[config.mk]
export PLATFORM = sky130hd
export DESIGN_NAME = responder_ctrl
export DESIGN_NICKNAME = d
export VERILOG_FILES = /design/src/rtl/responder_ctrl.sv
export SDC_FILE = /design/constraint.sdc
export NUM_CORES = 1
export LEC_CHECK = 0
export ABC_AREA = 0
export CAP_MARGIN = 30
export CORE_UTILIZATION = 59
export DETAILED_ROUTE_END_ITERATION = 6
export GPL_TIMING_DRIVEN = 1
export PLACE_DENSITY = 0.76
export REMOVE_ABC_BUFFERS = 1
export SLEW_MARGIN = 20
export SYNTH_ARGS = -nofsm -noshare
export SYNTH_HDL_FRONTEND = slang
export SYNTH_SLANG_ARGS = --single-unit
[constraint.sdc]
create_clock -name CLK -period 2.5 [get_ports CLK]
set_input_delay 0.75 -clock CLK [delete_from_list [all_inputs] [get_ports CLK]]
set_output_delay 0.75 -clock CLK [all_outputs]
set_load 0.1 [all_outputs]
[src/rtl/responder_ctrl.sv]
// Quiz responder control: arms a round, counts down per second, latches the first
// key to rise and raises one buzzer request for BUZZ_CYCLES. All outputs registered.
module responder_ctrl #(
  parameter int TICK_CYCLES = 50000000,
  parameter int ANSWER_TIME = 20,
  parameter int BUZZ_CYCLES = 25000000
) (
  input  logic       CLK,
  input  logic       RST,
  input  logic       Host_Start,
  input  logic       Host_Clear,
  input  logic [3:0] Key_In,
  output logic [3:0] Winner,
  output logic [4:0] Time_Left,
  output logic       Armed,
  output logic       Buzzer_Answer,
  output logic       Buzzer_TimeOver
);

  localparam int TW = $clog2(TICK_CYCLES + 1);
  localparam int BW = $clog2(BUZZ_CYCLES + 1);
  localparam logic [TW-1:0] TICK_LAST = TW'(TICK_CYCLES - 1);
  localparam logic [BW-1:0] BUZZ_LAST = BW'(BUZZ_CYCLES - 1);
  localparam logic [4:0]    TIME_INIT = 5'(ANSWER_TIME);

  typedef enum logic [1:0] {IDLE, ARMED, LOCKED, TIMEOUT} state_t;

  state_t        state_q, state_d;
  logic [3:0]    key_prev_q;
  logic [3:0]    rise, first_rise;
  logic [3:0]    winner_q, winner_d;
  logic [4:0]    time_q, time_d;
  logic [TW-1:0] tick_q, tick_d;
  logic [BW-1:0] buzz_q, buzz_d;
  logic          armed_q, armed_d;
  logic          ans_q, ans_d;
  logic          to_q, to_d;

  assign rise = Key_In & ~key_prev_q;

  // Simultaneous presses resolve to the lowest player number.
  always_comb begin
    first_rise = 4'b0000;
    if (rise[0])      first_rise = 4'b0001;
    else if (rise[1]) first_rise = 4'b0010;
    else if (rise[2]) first_rise = 4'b0100;
    else if (rise[3]) first_rise = 4'b1000;
  end

  always_comb begin
    state_d  = state_q;
    winner_d = winner_q;
    time_d   = time_q;
    tick_d   = tick_q;
    buzz_d   = buzz_q;
    ans_d    = ans_q;
    to_d     = to_q;
    if (Host_Clear) begin
      state_d  = IDLE;
      winner_d = 4'b0000;
      time_d   = 5'd0;
      tick_d   = '0;
      buzz_d   = '0;
      ans_d    = 1'b0;
      to_d     = 1'b0;
    end else begin
      case (state_q)
        IDLE: begin
          if (Host_Start) begin
            state_d  = ARMED;
            time_d   = TIME_INIT;
            tick_d   = '0;
            winner_d = 4'b0000;
          end
        end
        ARMED: begin
          tick_d = (tick_q == TICK_LAST) ? '0 : tick_q + 1'b1;
          // A key rise beats a final decrement on the same edge.
          if (|rise) begin
            state_d  = LOCKED;
            winner_d = first_rise;
            ans_d    = 1'b1;
            buzz_d   = '0;
          end else if (tick_q == TICK_LAST && time_q != 5'd0) begin
            time_d = time_q - 5'd1;
            if (time_q == 5'd1) begin
              state_d = TIMEOUT;
              to_d    = 1'b1;
              buzz_d  = '0;
            end
          end
        end
        LOCKED, TIMEOUT: begin
          if (ans_q || to_q) begin
            if (buzz_q == BUZZ_LAST) begin
              ans_d = 1'b0;
              to_d  = 1'b0;
            end else begin
              buzz_d = buzz_q + 1'b1;
            end
          end
        end
        default: state_d = IDLE;
      endcase
    end
    armed_d = (state_d == ARMED);
  end

  always_ff @(posedge CLK) begin
    if (RST) begin
      state_q    <= IDLE;
      key_prev_q <= 4'hF;
      winner_q   <= 4'b0000;
      time_q     <= 5'd0;
      tick_q     <= '0;
      buzz_q     <= '0;
      armed_q    <= 1'b0;
      ans_q      <= 1'b0;
      to_q       <= 1'b0;
    end else begin
      state_q    <= state_d;
      key_prev_q <= Key_In;
      winner_q   <= winner_d;
      time_q     <= time_d;
      tick_q     <= tick_d;
      buzz_q     <= buzz_d;
      armed_q    <= armed_d;
      ans_q      <= ans_d;
      to_q       <= to_d;
    end
  end

  assign Winner          = winner_q;
  assign Time_Left       = time_q;
  assign Armed           = armed_q;
  assign Buzzer_Answer   = ans_q;
  assign Buzzer_TimeOver = to_q;

endmodule

==> results.cfg <==
[clocking]
clock_sinks = 69
tritoncts = done
h-tree-depth = 3
clk_latency_ns = 0.34
postCtsHoldBufs = 0
cts_max_path_buffers = 2
cts_buffers = 9
cts_root_buffer = clkbuf_8
cts.clk_slew.worst_paths_ns = 0.06

[synthesis]
synth.yosys.seq_area_share = 0.388
yosysMostFrequentCell = dfxtp_1
synth_commonest_cells = 69 x dfxtp_1, 42 x nor2_1, 38 x a21oi_1
synth_flop_cell = dfxtp_1
synth_edf_count = 0
yosys.area.top_type_share = 0.388
synth_warnings = 0
async_flop_share = 0
synthTopCellsByArea = dfxtp_1 39%, a21oi_1 5.3%, nor2_1 4.4%
postSynthAreaPerCell_um2 = 8.23
yosys_register_bits = 69
yosys.area.top_type = dfxtp_1
syn_area_mm2 = 0.00356
ys_types = 53
netlist_instances = 433

[routing]
vias = 3525
drt-initial-drc-count = 263
drtPass1Iterations = 5
wl_mm = 9.13
wl_per_cell_um = 16.5
drc = 0
via_per_inst = 6.39
postRouteAntennaNets = 0

[pwr]
power_density_mw_per_mm2 = 503
leakage_nw = 1.47
vdd_drop_max_v = 0.000356

[timing]
final.setup.tns_ns = 0
setup_viol = 0
drv_slew = 0
final-hold-violation-count = 0
rsz0062_at_grt = true
period_share = 0.991
clock_skew_ns = 0.00978
fmax_mhz = 403
slew_headroom = 0.696
fin_crit_ns = 2.48
worstMarginPinSlew_ns = 0.450

[placed_design]
portBuffers = 19
hpwl_mm = 6.31
post_dp_cell_area_mm2 = 0.00400
gp_congestion = 0.879

[die]
rows = 27
die_x_um = 79.7
core-area_mm2 = 0.00568
initial_utilization = 0.628
die_y_um = 79.7
die_area_mm2 = 0.00635
io-pin-count = 20

[setup_path]
critPathMaxStageDelay_ns = 0.43
critical-path-top-delay-family = simple AND/OR/NAND/NOR gates
path_cells = clkdlybuf4s50_1, nor2b_2, or3_4, buf_4, nor4_2, buf_4, o21ai_0, xnor2_1, and3_1
crit_type = in2reg
required_ns = 2.73
cp-start-kind = input pin
endpoint_kind = flip-flop
path_buf_inv = 3
worst_ep_arrival_time_ns = 2.71
cp_slowest_cell = clkdlybuf4s50_1
crit_path_frequent_cell = buf_4
cp_max_fo = 4

[final_layout]
areaGrowthSynthToFinish_pct = 18.6
diodes = 0
num-fill-cells = 430
postLayoutCellArea_mm2 = 0.00423
layout.nets = 490
drive_gt1_frac = 0.181

[grt]
antenna_found_initial = 0
grt_pass1_wl_mm = 15.0
grt_max_degree = 22
overflow = 0
grt_pass1_vias = 3271
grtUsageTotal = 0.303

[min_path]
hold_class = reg2reg

[job]
cap_viol_max_count = 0

[outcome]
status = finished, final reports clean
cells in the final DEF, fill, tap and decap left out, drive strengths merged, types with 2 or more instances in the layout:
cell type	n
a211oi	3
o21ai	27
o211ai	13
clkinv	2
nand4b	3
and4b	2
nor4	5
nor4b	3
clkdlybuf4s50	7
and3	12
xnor2	2
nand4	11
nor2b	5
o21a	2
nand3b	3
xor2	12
o31ai	3
or4	12
o211a	3
or4b	2
nand2	30
inv	4
clkbuf	12
or2	9
and2	3
and4	10
nand2b	6
a311oi	8
a31oi	6
a21oi	38
a41oi	3
ha	5
nand3	24
dfxtp	69
nor3	12
buf	49
nor2	42
or3	7
a22oi	4
per-stage QoR:
stage          hold WS, ns  worst slack [ns]  utilization  power [mW]  std cells
2_1_floorplan        0.439            -0.692            -        1.25        409
3_3_place_gp         0.449            -0.333        0.705        1.34        536
3_5_place_dp         0.452            -0.335        0.705        1.35        536
4_1_cts              0.467           0.00339        0.734        2.13        550
5_1_grt              0.486           -0.0572        0.745        2.20        552
6_report             0.467            0.0213        0.745        2.13        552
timing repair:
item	in CTS	in global routing
gates resized for setup	0	11
buffers inserted	0	1
endpoints found under the hold margin	0	0
setup endpoints to repair	0	17
worst min-delay path, cell delays in order, from the launching register on:
cell and delay (ns):
dfxtp_1 0.32, nand2_1 0.05, a21oi_1 0.05
registers in the layout, summed over array words and instances (netlist names):
| name | count |
|---|---|
| state_q | 2 |
| Winner | 4 |
| tick_q | 26 |
| Armed | 1 |
| Time_Left | 5 |
| Buzzer_Answer | 1 |
| Buzzer_TimeOver | 1 |
| key_prev_q | 4 |
| buzz_q | 25 |
layer usage:
layer | track usage | vias up | share of wire
met2 | 0.481 | 130 | 0.46
li1 | - | 1712 | -
met4 | 0.136 | 0 | 0.018
met3 | 0.0663 | 18 | 0.063
met5 | 0 | - | 0
met1 | 0.392 | 1665 | 0.46
cell families after synthesis:
group,share of synthesized area
buffers and inverters,0.0351
XOR/XNOR,0.0344
flip-flops,0.388
AND/OR/NAND/NOR,0.319
adder cells (fa/ha/maj),0.0176
multiplexers,0.00281
AO/OA/AOI/OAI,0.203
path summary, 6_finish.rpt:
path / start / to / slack, ns / depth (start not counted)
hold / removal: Winner[3]$_SDFFE_PP0P_ / Winner[3]$_SDFFE_PP0P_ / 0.47 / 2
hold reg to reg: Winner[3]$_SDFFE_PP0P_ / Winner[3]$_SDFFE_PP0P_ / 0.47 / 2
setup / recovery: Key_In[1] / Time_Left[3]$_SDFFE_PP0P_ / 0.02 / 9
setup reg to reg: buzz_q[9]$_SDFFE_PP0P_ / buzz_q[16]$_SDFFE_PP0P_ / 0.11 / 7
power by group:
part / total, mW / internal [mW] / switching, mW / leakage, nW
logic: 0.212 / 0.0798 / 0.132 / 0.822
registers: 1.12 / 1.11 / 0.00848 / 0.558
clock network: 0.799 / 0.400 / 0.399 / 0.0881
total: 2.13 / 1.59 / 0.540 / 1.47
area by class of cell:
cell class,instances,area (µm²),share of cell area
inverter,4,15.0,0.00355
sequential,69,1380,0.327
multi-input combinational,337,2110,0.499
timing repair buffer,56,467,0.110
clock buffer,12,155,0.0367
tap,72,90.1,0.0213
clock inverter,2,10.0,0.00237
(Power assumes the default switching activity.)
